[config.mk]
export PLATFORM = sky130hd
export DESIGN_NAME = instr_fetch_unit_flat
export DESIGN_NICKNAME = d
export VERILOG_FILES = /design/src/rtl/mips_pkg.sv /design/src/rtl/instr_fetch_unit_if.sv /design/src/rtl/if_id_reg.sv /design/src/rtl/instr_fetch_unit.sv /design/src/flat_wrapper.sv
export SDC_FILE = /design/constraint.sdc
export NUM_CORES = 1
export LEC_CHECK = 0
export ABC_AREA = 1
export BUFFER_PORTS_ARGS = -buffer_cell sky130_fd_sc_hd__clkbuf_2
export CELL_PAD_IN_SITES_DETAIL_PLACEMENT = 1
export CELL_PAD_IN_SITES_GLOBAL_PLACEMENT = 1
export CORE_ASPECT_RATIO = 0.5
export CORE_MARGIN = 8
export CORE_UTILIZATION = 41
export CTS_BUF_LIST = sky130_fd_sc_hd__clkbuf_4
export DETAILED_ROUTE_END_ITERATION = 10
export PLACE_DENSITY = 0.85
export SYNTH_ARGS = -nofsm -noshare
export SYNTH_HDL_FRONTEND = slang
export SYNTH_SLANG_ARGS = --single-unit
[constraint.sdc]
create_clock -name clk -period 4.9 [get_ports clk]
set_input_delay 0 -clock clk [delete_from_list [all_inputs] [get_ports clk]]
set_output_delay 0 -clock clk [all_outputs]
set_load 0.02 [all_outputs]
[src/rtl/mips_pkg.sv]
// Shared MIPS front-end definitions: opcodes, reset/bubble constants and
// the fetch FSM state encoding.
package mips_pkg;

  localparam logic [31:0] RESET_PC  = 32'h0000_0000;
  localparam logic [31:0] NOP_INSTR = 32'h0000_0000;

  localparam logic [5:0] OP_ALU_R = 6'h00;
  localparam logic [5:0] OP_J     = 6'h02;
  localparam logic [5:0] OP_BEQ   = 6'h04;
  localparam logic [5:0] OP_ADDI  = 6'h08;
  localparam logic [5:0] OP_LW    = 6'h23;
  localparam logic [5:0] OP_SW    = 6'h2B;

  typedef enum logic [1:0] {
    ST_FETCH = 2'd0,
    ST_WAIT  = 2'd1,
    ST_FULL  = 2'd2
  } fetch_state_e;

  function automatic logic [5:0] opcode_of(input logic [31:0] instr);
    return instr[31:26];
  endfunction

endpackage

[src/rtl/instr_fetch_unit_if.sv]
// Fetch-stage bundle: instruction-memory request/response on one side,
// decode-stage IF/ID, stall and redirect on the other.
interface instr_fetch_unit_if #(parameter int ADDR_W = 32);

  logic              imem_req;
  logic [ADDR_W-1:0] imem_addr;
  logic              imem_rvalid;
  logic [31:0]       imem_rdata;
  logic              stall_id;
  logic              redirect_valid;
  logic [ADDR_W-1:0] redirect_pc;
  logic              if_id_valid;
  logic [31:0]       if_id_instr;
  logic [ADDR_W-1:0] if_id_pc_plus4;
  logic [5:0]        if_id_opcode;

  modport master (
    output imem_req, imem_addr, if_id_valid, if_id_instr, if_id_pc_plus4, if_id_opcode,
    input  imem_rvalid, imem_rdata, stall_id, redirect_valid, redirect_pc
  );

  modport slave (
    input  imem_req, imem_addr, if_id_valid, if_id_instr, if_id_pc_plus4, if_id_opcode,
    output imem_rvalid, imem_rdata, stall_id, redirect_valid, redirect_pc
  );

endinterface

[src/rtl/if_id_reg.sv]
// IF/ID pipeline register: flush beats load beats hold; an idle,
// un-stalled cycle inserts a bubble.
module if_id_reg #(
  parameter int          ADDR_W    = 32,
  parameter logic [31:0] NOP_INSTR = mips_pkg::NOP_INSTR
) (
  input  logic              clk,
  input  logic              arst,
  input  logic              load_i,
  input  logic              flush_i,
  input  logic              hold_i,
  input  logic [31:0]       instr_i,
  input  logic [ADDR_W-1:0] pc4_i,
  output logic              valid_o,
  output logic [31:0]       instr_o,
  output logic [ADDR_W-1:0] pc4_o
);

  logic              valid_q, valid_d;
  logic [31:0]       instr_q, instr_d;
  logic [ADDR_W-1:0] pc4_q, pc4_d;

  always_comb begin
    valid_d = valid_q;
    instr_d = instr_q;
    pc4_d   = pc4_q;
    if (flush_i) begin
      valid_d = 1'b0;
      instr_d = NOP_INSTR;
    end else if (load_i) begin
      valid_d = 1'b1;
      instr_d = instr_i;
      pc4_d   = pc4_i;
    end else if (!hold_i) begin
      valid_d = 1'b0;
      instr_d = NOP_INSTR;
    end
  end

  always_ff @(posedge clk or posedge arst) begin
    if (arst) begin
      valid_q <= 1'b0;
      instr_q <= NOP_INSTR;
      pc4_q   <= '0;
    end else begin
      valid_q <= valid_d;
      instr_q <= instr_d;
      pc4_q   <= pc4_d;
    end
  end

  assign valid_o = valid_q;
  assign instr_o = instr_q;
  assign pc4_o   = pc4_q;

endmodule

[src/rtl/instr_fetch_unit.sv]
// Instruction fetch: PC, single-outstanding imem requests, one-entry skid
// buffer for decode stalls, and redirect kill of in-flight fetches.
//   state | meaning
//   FETCH | request to pc is on the bus this cycle
//   WAIT  | request outstanding; kill_q marks a fetch to discard
//   FULL  | skid buffer holds a word waiting for decode to accept
module instr_fetch_unit
  import mips_pkg::*;
#(
  parameter int                ADDR_W    = 32,
  parameter logic [ADDR_W-1:0] RESET_PC  = mips_pkg::RESET_PC,
  parameter logic [31:0]       NOP_INSTR = mips_pkg::NOP_INSTR
) (
  input  logic               clk,
  input  logic               arst,
  instr_fetch_unit_if.master bus
);

  fetch_state_e      state_q, state_d;
  logic [ADDR_W-1:0] pc_q, pc_d;
  logic              kill_q, kill_d;
  logic [31:0]       skid_instr_q, skid_instr_d;
  logic [ADDR_W-1:0] skid_pc4_q, skid_pc4_d;

  logic [ADDR_W-1:0] pc_plus4;
  logic [ADDR_W-1:0] redir_pc;
  logic              accept;
  logic              req;
  logic              ifid_load, ifid_flush;
  logic [31:0]       ifid_instr;
  logic [ADDR_W-1:0] ifid_pc4;

  assign pc_plus4 = pc_q + ADDR_W'(4);
  assign redir_pc = bus.redirect_pc & ~ADDR_W'(3);
  assign accept   = !bus.if_id_valid || !bus.stall_id;

  always_ff @(posedge clk or posedge arst) begin
    if (arst) begin
      state_q      <= ST_FETCH;
      pc_q         <= RESET_PC;
      kill_q       <= 1'b0;
      skid_instr_q <= NOP_INSTR;
      skid_pc4_q   <= '0;
    end else begin
      state_q      <= state_d;
      pc_q         <= pc_d;
      kill_q       <= kill_d;
      skid_instr_q <= skid_instr_d;
      skid_pc4_q   <= skid_pc4_d;
    end
  end

  always_comb begin
    state_d      = state_q;
    pc_d         = pc_q;
    kill_d       = kill_q;
    skid_instr_d = skid_instr_q;
    skid_pc4_d   = skid_pc4_q;
    case (state_q)
      ST_FETCH: begin
        state_d = ST_WAIT;
        if (bus.redirect_valid) begin
          pc_d   = redir_pc;
          kill_d = 1'b1;
        end
      end
      ST_WAIT: begin
        if (bus.redirect_valid) begin
          pc_d = redir_pc;
          if (bus.imem_rvalid) begin
            state_d = ST_FETCH;
            kill_d  = 1'b0;
          end else begin
            kill_d = 1'b1;
          end
        end else if (bus.imem_rvalid) begin
          if (kill_q) begin
            kill_d  = 1'b0;
            state_d = ST_FETCH;
          end else begin
            pc_d = pc_plus4;
            if (accept) begin
              state_d = ST_FETCH;
            end else begin
              state_d      = ST_FULL;
              skid_instr_d = bus.imem_rdata;
              skid_pc4_d   = pc_plus4;
            end
          end
        end
      end
      ST_FULL: begin
        if (bus.redirect_valid) begin
          pc_d    = redir_pc;
          state_d = ST_FETCH;
        end else if (!bus.stall_id) begin
          state_d = ST_FETCH;
        end
      end
      default: state_d = ST_FETCH;
    endcase
  end

  // Request is masked while reset is held so nothing leaves before release.
  always_comb begin
    req        = (state_q == ST_FETCH) && !arst;
    ifid_load  = 1'b0;
    ifid_flush = 1'b0;
    ifid_instr = skid_instr_q;
    ifid_pc4   = skid_pc4_q;
    if (bus.redirect_valid) begin
      ifid_flush = 1'b1;
    end else begin
      case (state_q)
        ST_WAIT: begin
          if (bus.imem_rvalid && !kill_q && accept) begin
            ifid_load  = 1'b1;
            ifid_instr = bus.imem_rdata;
            ifid_pc4   = pc_plus4;
          end
        end
        ST_FULL: ifid_load = !bus.stall_id;
        default: ifid_load = 1'b0;
      endcase
    end
  end

  if_id_reg #(
    .ADDR_W    (ADDR_W),
    .NOP_INSTR (NOP_INSTR)
  ) u_if_id_reg (
    .clk     (clk),
    .arst    (arst),
    .load_i  (ifid_load),
    .flush_i (ifid_flush),
    .hold_i  (bus.stall_id),
    .instr_i (ifid_instr),
    .pc4_i   (ifid_pc4),
    .valid_o (bus.if_id_valid),
    .instr_o (bus.if_id_instr),
    .pc4_o   (bus.if_id_pc_plus4)
  );

  assign bus.imem_req     = req;
  assign bus.imem_addr    = pc_q;
  assign bus.if_id_opcode = opcode_of(bus.if_id_instr);

endmodule
[src/flat_wrapper.sv]
// flat-port wrapper written by rule: the top's interface ports become plain ports
module instr_fetch_unit_flat import mips_pkg::*;
#(
  parameter int                ADDR_W    = 32,
  parameter logic [ADDR_W-1:0] RESET_PC  = mips_pkg::RESET_PC,
  parameter logic [31:0]       NOP_INSTR = mips_pkg::NOP_INSTR
)
  (clk, arst, bus_imem_req, bus_imem_addr, bus_if_id_valid, bus_if_id_instr, bus_if_id_pc_plus4, bus_if_id_opcode, bus_imem_rvalid, bus_imem_rdata, bus_stall_id, bus_redirect_valid, bus_redirect_pc);
  instr_fetch_unit_if #(.ADDR_W(ADDR_W)) bus_i ();
  input  logic clk;
  input  logic arst;
  output wire logic [$bits(bus_i.imem_req)-1:0] bus_imem_req;
  output wire logic [$bits(bus_i.imem_addr)-1:0] bus_imem_addr;
  output wire logic [$bits(bus_i.if_id_valid)-1:0] bus_if_id_valid;
  output wire logic [$bits(bus_i.if_id_instr)-1:0] bus_if_id_instr;
  output wire logic [$bits(bus_i.if_id_pc_plus4)-1:0] bus_if_id_pc_plus4;
  output wire logic [$bits(bus_i.if_id_opcode)-1:0] bus_if_id_opcode;
  input wire logic [$bits(bus_i.imem_rvalid)-1:0] bus_imem_rvalid;
  input wire logic [$bits(bus_i.imem_rdata)-1:0] bus_imem_rdata;
  input wire logic [$bits(bus_i.stall_id)-1:0] bus_stall_id;
  input wire logic [$bits(bus_i.redirect_valid)-1:0] bus_redirect_valid;
  input wire logic [$bits(bus_i.redirect_pc)-1:0] bus_redirect_pc;
  assign bus_imem_req = bus_i.imem_req;
  assign bus_imem_addr = bus_i.imem_addr;
  assign bus_if_id_valid = bus_i.if_id_valid;
  assign bus_if_id_instr = bus_i.if_id_instr;
  assign bus_if_id_pc_plus4 = bus_i.if_id_pc_plus4;
  assign bus_if_id_opcode = bus_i.if_id_opcode;
  assign bus_i.imem_rvalid = bus_imem_rvalid;
  assign bus_i.imem_rdata = bus_imem_rdata;
  assign bus_i.stall_id = bus_stall_id;
  assign bus_i.redirect_valid = bus_redirect_valid;
  assign bus_i.redirect_pc = bus_redirect_pc;
  instr_fetch_unit #(.ADDR_W(ADDR_W), .RESET_PC(RESET_PC), .NOP_INSTR(NOP_INSTR)) u_core (.clk(clk), .arst(arst), .bus(bus_i));
endmodule
# [Yosys cells after proc, flatten, opt, wreduce, memory -nomap -nowiden]
# Cells that the tools add are included.
[classes] n_mux=34 addsub=1 n_eq_ne=9 bitwise_logic=4 reduce_logical=17
[ops] cell="32-bit 2-to-1 mux" n=13
[ops] cell="32-bit one-hot mux with 2 select lines" n=1
[ops] cell="32-bit by 3-bit adder with 32-bit output, second input constant" n=1
[ops] cell="2-bit 2-to-1 mux" n=7
[ops] cell="1-bit 2-to-1 mux" n=10
[ops] cell="3-bit inequality test, second input constant" n=3
[ops] cell="2-bit one-hot mux with 3 select lines" n=1
[ops] cell="5-bit AND reduction" n=1
[ops] cell="1-bit zero test" n=4
[ops] cell="2-bit inequality test, second input constant" n=2
[ops] cell="1-bit inverter" n=4
[ops] cell="1-bit one-hot mux with 2 select lines" n=2
[ops] cell="2-bit AND reduction" n=2
[ops] cell="4-bit AND reduction" n=1
[ops] cell="2-bit nonzero test" n=2
[ops] cell="1-bit logical AND" n=3
[ops] cell="3-bit by 1-bit inequality test with 1-bit output, second input constant" n=1
[ops] cell="3-bit AND reduction" n=1
[ops] cell="2-bit by 1-bit equality test with 1-bit output, second input constant" n=1
[ops] cell="2-bit equality test, second input constant" n=1
[ops] cell="2-bit zero test" n=1
[ops] cell="2-bit by 1-bit inequality test with 1-bit output, second input constant" n=1
[ops] cell="2-bit OR reduction" n=1
[ops] cell="1-bit logical OR" n=1
[word_totals] register_bits=164 inputBits=69 elab_cells=73 output_inout_bits=104

# [Depth between registers and ports, before layout]
# Gate-level depths: netlist of the first run.
[logic_depth] word_depth=8 depth_mapped=11 mapped_depth_nobuf=10

# [Cells and area by module]
# A second synthesis of the first run with hierarchy kept.
[hier_totals] hier_cells=1113 area_unflattened_um2=8262.9
[modules_own_cells] mod="instr_fetch_unit" n_inst=1 cells_each=832 seq_area_each_um2=2377.3 area_each_um2=5759.3
[modules_own_cells] mod="if_id_reg" n_inst=1 cells_each=281 seq_area_each_um2=1626.6 area_each_um2=2503.7

# [Worst setup path after synthesis of the first run]
# Ideal clock, no wire load.
[synth_path] kind="reg-to-reg" start="reg u_core.pc_q[2], in the netlist u_core.bus.imem_addr[2]" end="reg u_core.pc_q[26], in the netlist u_core.bus.imem_addr[26]" period_less_slack_ns=1.653 setup_ns=0.117 path_stages_with_launch=11 arrival_time_ns=1.536 path_buffers=0 slack_ns=3.247 cell_sequence="dfrtp_1 -> ha_1 -> nand2_1 -> nor2_2 -> nand2_2 -> nor2_4 -> nand2_1 -> nand2_1 -> nand3_1 -> nand2_1 -> nand2_1"
[synth_via] elab_chain_len=5
[synth_lines] element="start: declaration" line_no="instr_fetch_unit.sv:20" rtl="logic [ADDR_W-1:0] pc_q, pc_d;"
[synth_lines] element="start signal: assignment" line_no="instr_fetch_unit.sv:46" rtl="pc_q <= pc_d;"
[synth_lines] element="32-bit by 3-bit adder with 32-bit output" line_no="instr_fetch_unit.sv:33" rtl="assign pc_plus4 = pc_q + ADDR_W'(4);"
[synth_lines] element="32-bit 2-to-1 mux" line_no="instr_fetch_unit.sv:77" rtl="if (kill_q) begin"
[synth_lines] element="32-bit 2-to-1 mux" line_no="instr_fetch_unit.sv:76" rtl="end else if (bus.imem_rvalid) begin"
[synth_lines] element="32-bit 2-to-1 mux" line_no="instr_fetch_unit.sv:68" rtl="if (bus.redirect_valid) begin"
[synth_lines] element="32-bit one-hot mux with 2 select lines" line_no="instr_fetch_unit.sv:59" rtl="case (state_q)"
# No other way between the ends. The select of a mux whose other input is x is not followed.
# A chain may end at the register's enable or synchronous reset.

# [Worst setup path in the final report of the first run]
[layout_path] start="reg u_core.state_q[1]" end="reg u_core.skid_pc4_q[19]"
[layout_via] elab_chain_len=2
[layout_lines] element="start: declaration" line_no="instr_fetch_unit.sv:19" rtl="fetch_state_e state_q, state_d;"
[layout_lines] element="start signal: assignment" line_no="instr_fetch_unit.sv:45" rtl="state_q <= state_d;"
[layout_lines] element="2-bit by 1-bit equality test with 1-bit output" line_no="instr_fetch_unit.sv:59"
[layout_lines] element="5-bit AND reduction (no source line)"
[layout_lines] element="end signal: assignment" line_no="instr_fetch_unit.sv:49" rtl="skid_pc4_q <= skid_pc4_d;"
[layout_lines] element="end: declaration" line_no="instr_fetch_unit.sv:23" rtl="logic [ADDR_W-1:0] skid_pc4_q, skid_pc4_d;"
# No other way between the ends.

==> metrics.md, run 1 <==
| Metric | Value |
|---|---|
| Most used cell, CP | nand2_2 |
| Crit path DAT | 3.49 ns |
| Layout Skew | 0.0229 ns |
| TritonCTS Sinks | 158 |
| Initial antenna violation count | 1 |
| Grt met2 use | 0.409 |
| Post-CTS Setup Inserts | 0 |
| Final period util | 0.615 |
| I/O pin total | 173 |
| Crit path buf inv count | 3 |
| GP Congestion | 0.889 |
| IO Port Bufs | 166 |
| Vias in the first global route | 8487 |
| Syn. warnings | 0 |
| Fill cell count | 2530 |
| Tightest Hold Check Type | in -> async |
| Pwr Total | 4.78 mW |
| GRT Residual Overflow | 0 |
| Area Overhead vs Synth | 21.3% |
| CP endpoint kind | register |
| Startpoint types | register |
| Via count | 7852 |
| Slowest stage cell, crit path | inv_2 |
| Flip-flop and latch count after synthesis | 158 |
| Die area | 24700 µm² |
| Pwr Density | 487 nW/µm² |
| Mapped Area | 8090 µm² |
| Hold WS | 0.164 ns |
| GR peak layer | met2 |
| DRT iter0 DRCs | 472 |
| DRC | 0 |
| Clock transition at path regs | 0.14 ns |
| Post-Place Cell Area | 8940 µm² |
| Critical setup path kind | reg -> reg |
| Routed Antenna Nets | 0 |
| CTS tree | yes |
| Fin area | 9810 µm² |
| Core area | 19400 µm² |
| Critical R2R Launch | u_core.state_q[1] |
| Maxcap violations | 0 |
| Min Clock Period, post-route | 3.01 ns |
| CP top delay family | buffers and inverters |
| Average cell area after synthesis | 7.54 µm² |
| Grt met1 use | 0.267 |
| Ratio of cells with drive above 1 in the final layout | 0.178 |
| Pre-antenna DRT Iters | 5 |
| H-tree depth | 4 |
| Slew Limit Fails | 0 |
| Post-synthesis cell type count | 33 |
| Detailed placement HPWL | 18200 µm |
| Status | complete, no violations |
| RSZ-0062 raised after global routing | false |
| Gate Count Post-Synth | 1073 |
| Sum of negative setup slack | 0 ns |
| Final WL | 27000 µm |
| Worst vdd ir | 217 µV |
| Via density | 5.06 |
| Setup violators final | 0 |
| Initial Util | 0.417 |
| Root buffer cell | clkbuf_4 |
| Post-CTS resize count | 0 |
| Max Clk Rate | 0.332 GHz |
| Row cnt | 36 |
| Global-route wire length before repair | 45000 µm |
| NumNets Final | 1346 |
| Die Width | 215 µm |
| Largest net degree at the start of global routing | 92 |
| CTS max path bufs | 2 |
| Critical Path, Cell by Cell | inv_1, ha_1, nand2_2, nor2_2, nand2_2, inv_2, buf_4, nor2_1, a31oi_1 |
| GR Layer Usage met3 | 0.0449 |
| Hold Buf Count CTS | 67 |
| Register area share after synthesis | 0.489 |
| Final hold viol count | 0 |
| Setup crit start | u_core.state_q[1] |
| Mean routed wirelength per cell | 17.4 µm |
| Max-slew headroom | 0.221 |
| Req. time, crit path | 5.38 ns |
| Actual slew at the worst max-slew pin | 1.17 ns |
| GRT Resource Usage Total | 0.225 |
| LEAKAGE | 4.89 nW |
| CP peak stage delay | 0.76 ns |
| Clock insertion delay at the later pin of the skew report | 0.57 ns |
| Crit path max fanout | 51 |
| Die height | 115 µm |
| TritonCTS buffer count | 17 |
synthesized netlist by cell type:
master | number | share of area
o21ai_0 | 108 | 0.067
inv_2 | 6 | 0.0028
nor2_4 | 3 | 0.0042
xnor2_1 | 3 | 0.0032
nor2_2 | 9 | 0.0070
nand2_2 | 4 | 0.0031
o21ai_1 | 40 | 0.025
inv_1 | 80 | 0.037
a32oi_1 | 1 | 0.0011
buf_6 | 11 | 0.015
a31oi_1 | 12 | 0.0093
nor2_1 | 136 | 0.063
nand2_1 | 329 | 0.15
nor3_4 | 1 | 0.0020
nand3_1 | 87 | 0.054
and2_1 | 1 | 0.00077
nand3_2 | 2 | 0.0025
dfrtp_1 | 158 | 0.49
clkbuf_2 | 2 | 0.0012
clkbuf_1 | 18 | 0.0084
buf_1 | 1 | 0.00046
a21oi_1 | 11 | 0.0068
buf_4 | 15 | 0.014
conb_1 | 1 | 0.00046
o22ai_1 | 4 | 0.0031
inv_4 | 1 | 0.00077
o21a_1 | 1 | 0.00093
nor2_8 | 1 | 0.0025
nand4_1 | 1 | 0.00077
xor2_1 | 4 | 0.0043
buf_2 | 16 | 0.0099
o211ai_1 | 2 | 0.0019
ha_1 | 4 | 0.0062
stage by stage:
stage                      util  setup WS (ns)  cells
after floorplan               -          0.637   1076
after global placement    0.460           2.08   1453
after detailed placement  0.460           1.90   1453
after CTS                 0.505           1.86   1550
after global routing      0.505           1.54   1551
final                     0.505           1.89   1551
final timing paths:
path	end	slack, ns	cells past startpoint
max in group asynchronous	u_core.u_if_id_reg.pc4_o[11]	3.28	4
max	u_core.skid_pc4_q[19]	1.89	9
min reg2reg	u_core.u_if_id_reg.pc4_o[24]	0.49	2
min in group clk	u_core.skid_instr_q[16]	0.17	4
max reg2reg	u_core.skid_pc4_q[19]	1.89	9
min	u_core.state_q[0]	0.16	3
sequential cells by signal (all words and copies together) (netlist names):
signal                      flops
u_core.u_if_id_reg.pc4_o       30
u_core.u_if_id_reg.valid_o      1
u_core.skid_pc4_q              30
u_core.skid_instr_q            32
u_core.bus.imem_addr           30
u_core.kill_q                   1
u_core.u_if_id_reg.instr_o     32
u_core.state_q                  2
metal layers:
metal,wire (µm),up-vias
met5,0,-
met1,11800,3879
met3,854,37
met4,557,0
li1,-,3796
met2,13900,140
cell families (layout without fill, tap and decap cells):
| group | after synthesis | count (layout) | share of synthesized area |
|---|---|---|---|
| XOR/XNOR | 7 | 7 | 0.00758 |
| flip-flops | 158 | 158 | 0.489 |
| AND/OR/NAND/NOR | 574 | 574 | 0.292 |
| adder cells (fa/ha/maj) | 4 | 4 | 0.00619 |
| buffers and inverters | 150 | 358 | 0.0899 |
| other | 1 | 5 | 0.000464 |
| AO/OA/AOI/OAI | 179 | 179 | 0.115 |
power by group:
| group | internal (mW) | total, mW | leakage, nW | switching (mW) |
|---|---|---|---|---|
| Combinational | 0.656 | 2.13 | 2.77 | 1.48 |
| Sequential | 1.64 | 1.99 | 2.01 | 0.346 |
| Clock | 0.193 | 0.658 | 0.111 | 0.465 |
cell usage in the layout, fill, tap and decap left out, types with 10 or more instances in the layout:
master         count
nand2_1          329
clkbuf_2         166
dfrtp_1          158
nor2_1           135
o21ai_0          108
nand3_1           87
inv_1             79
dlygate4sd3_1     67
o21ai_1           40
clkbuf_4          19
a31oi_1           12
a21oi_1           11
nor2_2            10
area by class of cell:
class	instances	area (µm²)	share of cell area
diodes	1	2.50	0.000255
flip-flops and latches	158	3950	0.403
inverters	87	334	0.0341
clock inverters	11	53.8	0.00548
well taps	266	333	0.0339
clock buffers	19	143	0.0145
repair buffers	241	1560	0.159
multi-input cells	768	3430	0.349
worst register-to-register path, stage by stage, from the launching register on:
cell	delay [ns]
dfrtp_1	0.43
inv_1	0.12
ha_1	0.28
nand2_2	0.10
nor2_2	0.13
nand2_2	0.52
inv_2	0.76
buf_4	0.37
nor2_1	0.07
a31oi_1	0.15
No activity file was read; power rests on OpenSTA's default activity.
==> inputs of run 2 (changes only) <==
--- a/config.mk
+++ b/config.mk
@@ -5,16 +5,16 @@
 export SDC_FILE = /design/constraint.sdc
 export NUM_CORES = 1
 export LEC_CHECK = 0
-export ABC_AREA = 1
+export ABC_AREA = 0
 export BUFFER_PORTS_ARGS = -buffer_cell sky130_fd_sc_hd__clkbuf_2
 export CELL_PAD_IN_SITES_DETAIL_PLACEMENT = 1
 export CELL_PAD_IN_SITES_GLOBAL_PLACEMENT = 1
 export CORE_ASPECT_RATIO = 0.5
 export CORE_MARGIN = 8
-export CORE_UTILIZATION = 41
+export CORE_UTILIZATION = 43
 export CTS_BUF_LIST = sky130_fd_sc_hd__clkbuf_4
 export DETAILED_ROUTE_END_ITERATION = 10
-export PLACE_DENSITY = 0.85
+export PLACE_DENSITY = 0.84
 export SYNTH_ARGS = -nofsm -noshare
 export SYNTH_HDL_FRONTEND = slang
 export SYNTH_SLANG_ARGS = --single-unit
==> constraint.sdc (replaced) <==
create_clock -name clk -period 3.1 [get_ports clk]
set_input_delay 0 -clock clk [delete_from_list [all_inputs] [get_ports clk]]
set_output_delay 0 -clock clk [all_outputs]
set_load 0.02 [all_outputs]
==> metrics.md, run 2 <==
| Metric | Value |
|---|---|
| Maxcap violations | 0 |
| Routed Antenna Nets | 0 |
| Critical setup path kind | reg -> reg |
| Top FF cell, synth | dfrtp_1 |
| CTS tree | yes |
| Status | complete, no violations |
| Die area | 22200 µm² |
| Ratio of cells with drive above 1 in the final layout | 0.281 |
| Synth async-reset ratio | 1.00 |
| GRT Resource Usage Total | 0.224 |
| Post-synth top area share | 0.527 |
| Vias in the first global route | 7058 |
| Initial Util | 0.436 |
| Slew Limit Fails | 0 |
| DRC | 0 |
| Pwr Density | 753 nW/µm² |
| Most common cell after layout, fill and taps aside | clkbuf_2 |
| Crit path DAT | 3.40 ns |
| Average cell area after synthesis | 10.3 µm² |
| TritonCTS Sinks | 158 |
| Util after Layout | 0.550 |
| Via density | 5.48 |
| Min Clock Period, post-route | 2.90 ns |
| Fin worst setup slack | 0.195 ns |
| Max Clk Rate | 0.344 GHz |
| Clock insertion delay at the later pin of the skew report | 0.57 ns |
| Die Width | 203 µm |
| Initial antenna violation count | 1 |
| CP endpoint kind | register |
| Switch share | 0.448 |
| GRT Residual Overflow | 0 |
| Pre-antenna DRT Iters | 5 |
| NumNets Final | 1018 |
| Mapped Area | 7500 µm² |
| Crit path max fanout | 32 |
| Max-slew headroom | 0.240 |
| GP Congestion | 0.800 |
| I/O pin total | 173 |
| DRT iter0 DRCs | 318 |
| Flop pwr share | 0.432 |
| Sum of negative setup slack | 0 ns |
| Register area share after synthesis | 0.527 |
| Logic pwr share | 0.396 |
| Flip-flop and latch count after synthesis | 158 |
| Mean routed wirelength per cell | 20.7 µm |
| LEAKAGE | 4.40 nW |
| TritonCTS buffer count | 17 |
| Most frequent cells in the layout | clkbuf_2, dfrtp_1, nand2_1 |
| Tightest Hold Check Type | in -> reg |
| CTS max path bufs | 2 |
| Largest net degree at the start of global routing | 72 |
| Internal Power | 3.94 mW |
| Placement Setup Slack | 0.625 ns |
| Req. time, crit path | 3.60 ns |
| Clock transition at path regs | 0.16 ns |
| Worst vdd ir | 363 µV |
| Final WL | 24700 µm |
| Post-synthesis cell type count | 49 |
| Die height | 109 µm |
| Startpoint types | register |
| Actual slew at the worst max-slew pin | 1.14 ns |
| IO Port Bufs | 166 |
| Cell with the most instances after synthesis | dfrtp_1 |
| Post-synth EDFFs | 0 |
| Synth cell count leaders | dfrtp_1, nand2_1, o21ai_0, mux2_2, mux2i_1 |
| Via count | 6538 |
| H-tree depth | 4 |
| Final period util | 0.937 |
| Row cnt | 34 |
| Layout Skew | 0.0281 ns |
| Setup violators final | 0 |
| Clock share of power | 0.172 |
| Core area | 17200 µm² |
| Syn. warnings | 0 |
| Psw | 3.20 mW |
| Detailed placement HPWL | 16300 µm |
| Area Overhead vs Synth | 26.2% |
| Synth area leader | dfrtp_1 |
| Synth area leaders | dfrtp_1, mux2_2, nand2_1 |
| RSZ-0062 raised after global routing | false |
| Gate Count Post-Synth | 731 |
| Final hold viol count | 0 |
| Global-route wire length before repair | 39600 µm |
| Root buffer cell | clkbuf_4 |
-- run 2: power groups by stage --
stage                     registers [mW]  clock network (mW)  logic (mW)
after CTS                           3.07                1.25        2.81
final                               3.08                1.23        2.83
after global routing                3.15                1.32        3.05
after floorplan                     3.37                   0        1.39
after detailed placement            3.11                   0        2.71
after global placement              3.06                   0        2.60
-- run 2: metrics by stage --
stage | cell area, µm² | std cells | hold slack [ns] | power [mW]
after global routing | 9470 | 1193 | 0.188 | 7.52
after global placement | 8530 | 1093 | 0.250 | 5.66
after floorplan | 7520 | 734 | 0.0781 | 4.76
after CTS | 9470 | 1192 | 0.174 | 7.12
after detailed placement | 8530 | 1093 | 0.257 | 5.82
final | 9470 | 1193 | 0.213 | 7.14
-- run 2: cell type report --
| cell class | count | area (µm²) |
|---|---|---|
| diodes | 1 | 2.50 |
| clock buffers | 17 | 128 |
| fillers | 1947 | 7750 |
| clock inverters | 15 | 139 |
| well taps | 234 | 293 |
| repair buffers | 247 | 1640 |
| flip-flops and latches | 158 | 3950 |
| multi-input cells | 510 | 3270 |
| inverters | 11 | 45.0 |
-- run 2: worst paths after layout --
check	startpoint	end	slack, ns	cells past startpoint
min	bus_redirect_pc[14]	u_core.bus.imem_addr[14]	0.21	4
max reg2reg	u_core.state_q[0]	u_core.bus.imem_addr[3]	0.20	6
min reg2reg	u_core.skid_pc4_q[6]	u_core.skid_pc4_q[6]	0.50	2
max in group asynchronous	arst	u_core.u_if_id_reg.pc4_o[8]	2.02	4
max	u_core.state_q[0]	u_core.bus.imem_addr[3]	0.20	6
min in group asynchronous	arst	u_core.u_if_id_reg.valid_o	0.22	3
-- run 2: timing repair --
item	CTS	global route
endpoints found under the hold margin	139	0
buffers inserted	0	0
hold buffers	67	0
gates resized for setup	0	0
-- run 2: routing by layer --
layer	vias up	global-route usage	share of wire
li1	3004	-	-
met1	3327	0.280	0.43
met2	173	0.396	0.51
met3	34	0.0421	0.046
met4	0	0.0695	0.021
met5	-	0	0
-- run 2: critical path, stage by stage (launching register included) --
cell           delay [ns]
dfrtp_1              0.44
inv_1                0.12
ha_1                 0.34
or3_1                0.93
nand2_1              0.24
a31oi_1              0.22
dlygate4sd3_1        0.56
-- run 2: logic make-up (layout without fill, tap and decap cells) --
logic type                 count (synthesis)  count (layout)  synth area share
adders and majority gates                  4               4           0.00667
DFF                                      158             158             0.527
AOI/OAI and AO/OA                        183             183             0.143
muxes                                     74              74             0.105
xor gates and xnor gates                  28              28            0.0327
other                                      1               5          0.000500
buffers and inverters                     66             290            0.0423
and+or+nand+nor                          217             217             0.143
==> inputs of run 3 (changes only) <==
==> constraint.sdc (replaced) <==
create_clock -name clk -period 2.9 [get_ports clk]
set_input_delay 0 -clock clk [delete_from_list [all_inputs] [get_ports clk]]
set_output_delay 0 -clock clk [all_outputs]
set_load 0.02 [all_outputs]
==> metrics.md, run 3 (synthesis gave the netlist of run 2 again) <==
| Metric | Value |
|---|---|
| GRT Residual Overflow | 0 |
| Switch share | 0.446 |
| Fill cell count | 1971 |
| Area Overhead vs Synth | 26.3% |
| Routed Antenna Nets | 0 |
| Crit path DAT | 3.03 ns |
| Final hold viol count | 0 |
| Post-CTS Setup Inserts | 0 |
| Internal Power | 4.21 mW |
| Row cnt | 34 |
| Initial antenna violation count | 0 |
| Largest net degree at the start of global routing | 67 |
| Status | complete, no violations |
| Actual slew at the worst max-slew pin | 1.17 ns |
| Hold Buf Count CTS | 66 |
| Grt met2 use | 0.393 |
| Flop pwr share | 0.434 |
| Setup violators final | 0 |
| Most frequent cells in the layout | clkbuf_2, dfrtp_1, nand2_1 |
| Most common cell after layout, fill and taps aside | clkbuf_2 |
| Ratio of cells with drive above 1 in the final layout | 0.283 |
| Initial Util | 0.436 |
| Die height | 109 µm |
| Tightest Hold Check Type | in -> async |
| CP peak stage delay | 0.48 ns |
| Mean routed wirelength per cell | 20.5 µm |
| Clock transition at path regs | 0.15 ns |
| GRT Resource Usage Total | 0.224 |
| Critical Path, Cell by Cell | inv_1, ha_1, nand2_1, or3_1, a21o_2, buf_4, o21ai_0 |
| Critical path endpoint | u_core.u_if_id_reg.instr_o[7] |
| Root buffer cell | clkbuf_4 |
| Core area | 17200 µm² |
| TritonCTS Sinks | 158 |
| Critical setup path kind | reg -> reg |
| Via count | 6523 |
| DRC | 0 |
| R2R Path End | u_core.u_if_id_reg.instr_o[7] |
| DRT iter0 DRCs | 286 |
| GP Congestion | 0.808 |
| GR Layer Usage met3 | 0.0441 |
| Maxcap violations | 0 |
| Layout Skew | 0.0286 ns |
| CTS max path bufs | 2 |
| Reg2Reg Depth | 7 |
| Die area | 22200 µm² |
| GR peak layer | met2 |
| Critical R2R Launch | u_core.state_q[1] |
| Startpoint types | register |
| Psw | 3.38 mW |
| CTS tree | yes |
| IO Port Bufs | 166 |
| Min Clock Period, post-route | 2.57 ns |
| Grt met1 use | 0.288 |
| Die Width | 203 µm |
| Via density | 5.45 |
| I/O pin total | 173 |
| Clock share of power | 0.171 |
| Setup crit start | u_core.state_q[1] |
| Final WL | 24600 µm |
| LEAKAGE | 4.41 nW |
| Slew Limit Fails | 0 |
| Global-route wire length before repair | 39800 µm |
| Req. time, crit path | 3.36 ns |
| Hold WS | 0.198 ns |
| Detailed placement HPWL | 16400 µm |
| Vias in the first global route | 7022 |
| TritonCTS buffer count | 17 |
| Final period util | 0.885 |
| Post-CTS resize count | 0 |
| Max-slew headroom | 0.219 |
| Sum of negative setup slack | 0 ns |
| Pre-antenna DRT Iters | 5 |
| RSZ-0062 raised after global routing | false |
| Worst vdd ir | 399 µV |
| NumNets Final | 1021 |
| Crit path max fanout | 40 |
| R2R Setup Slk | 0.33 ns |
| Clock insertion delay at the later pin of the skew report | 0.56 ns |
| H-tree depth | 4 |
| CP endpoint kind | register |
| Pwr Density | 801 nW/µm² |
| Slowest stage cell, crit path | a21o_2 |
| Max Clk Rate | 0.390 GHz |
| Logic pwr share | 0.395 |
[run 3: cell types whose count changed in the layout (fill, tap and decap cells not counted)]
| cell | delta |
|---|---|
| buf_12 | -1 |
| buf_4 | +5 |
| clkinv_1 | +1 |
| clkinv_2 | -1 |
| clkinv_4 | -1 |
| dlygate4sd3_1 | -1 |
| inv_6 | +2 |
| inv_8 | -1 |
[run 3: metal layers]
layer / share of wire / wire length [µm]
met4: 0.012 / 304
met5: 0 / 0
met3: 0.042 / 1040
met2: 0.51 / 12500
met1: 0.44 / 10700
[run 3: final cells by class]
class / count / area (µm²) / share of cell area
antenna: 1 / 2.50 / 0.000264
clock buffer: 17 / 128 / 0.0135
clock inverter: 15 / 135 / 0.0143
inverter: 11 / 45.0 / 0.00475
multi-input combinational: 510 / 3270 / 0.345
sequential: 158 / 3950 / 0.417
tap: 234 / 293 / 0.0309
timing repair buffer: 250 / 1650 / 0.174
[run 3: how the worst min path moves through the flow]
stage                       startpoint                             to  slack [ns]
global route        bus_imem_rdata[29]        u_core.skid_instr_q[29]        0.20
detailed placement                arst         u_core.skid_instr_q[0]        0.26
floorplan                         arst                   bus_imem_req        0.08
finish                            arst  u_core.u_if_id_reg.instr_o[0]        0.20
CTS                               arst         u_core.skid_instr_q[7]        0.19
global placement                  arst         u_core.skid_instr_q[0]        0.25
[run 3: power groups by stage]
stage | registers, mW | clock network, mW | logic [mW]
6_report | 3.29 | 1.30 | 3.00
4_1_cts | 3.27 | 1.33 | 2.99
5_1_grt | 3.37 | 1.41 | 3.25
2_1_floorplan | 3.60 | 0 | 1.49
3_3_place_gp | 3.27 | 0 | 2.79
3_5_place_dp | 3.32 | 0 | 2.91
[run 3: critical path, delay by kind of cell, from the launching register on]
| kind | cells | cell delay, ns |
|---|---|---|
| adder cells (fa/ha/maj) | 1 | 0.25 |
| AND/OR/NAND/NOR | 2 | 0.58 |
| buffers and inverters | 2 | 0.44 |
| flip-flops | 1 | 0.44 |
| AO/OA/AOI/OAI | 2 | 0.76 |
[run 3: metrics by stage]
stage | std cells | total power [mW] | cell area, µm² | util | setup slack [ns]
after global routing | 1195 | 8.03 | 9480 | 0.550 | 0.142
after floorplan | 734 | 5.09 | 7520 | - | 0.899
after detailed placement | 1097 | 6.22 | 8550 | 0.496 | 0.450
final | 1196 | 7.59 | 9480 | 0.550 | 0.334
after CTS | 1195 | 7.60 | 9480 | 0.550 | 0.425
after global placement | 1097 | 6.06 | 8550 | 0.496 | 0.538
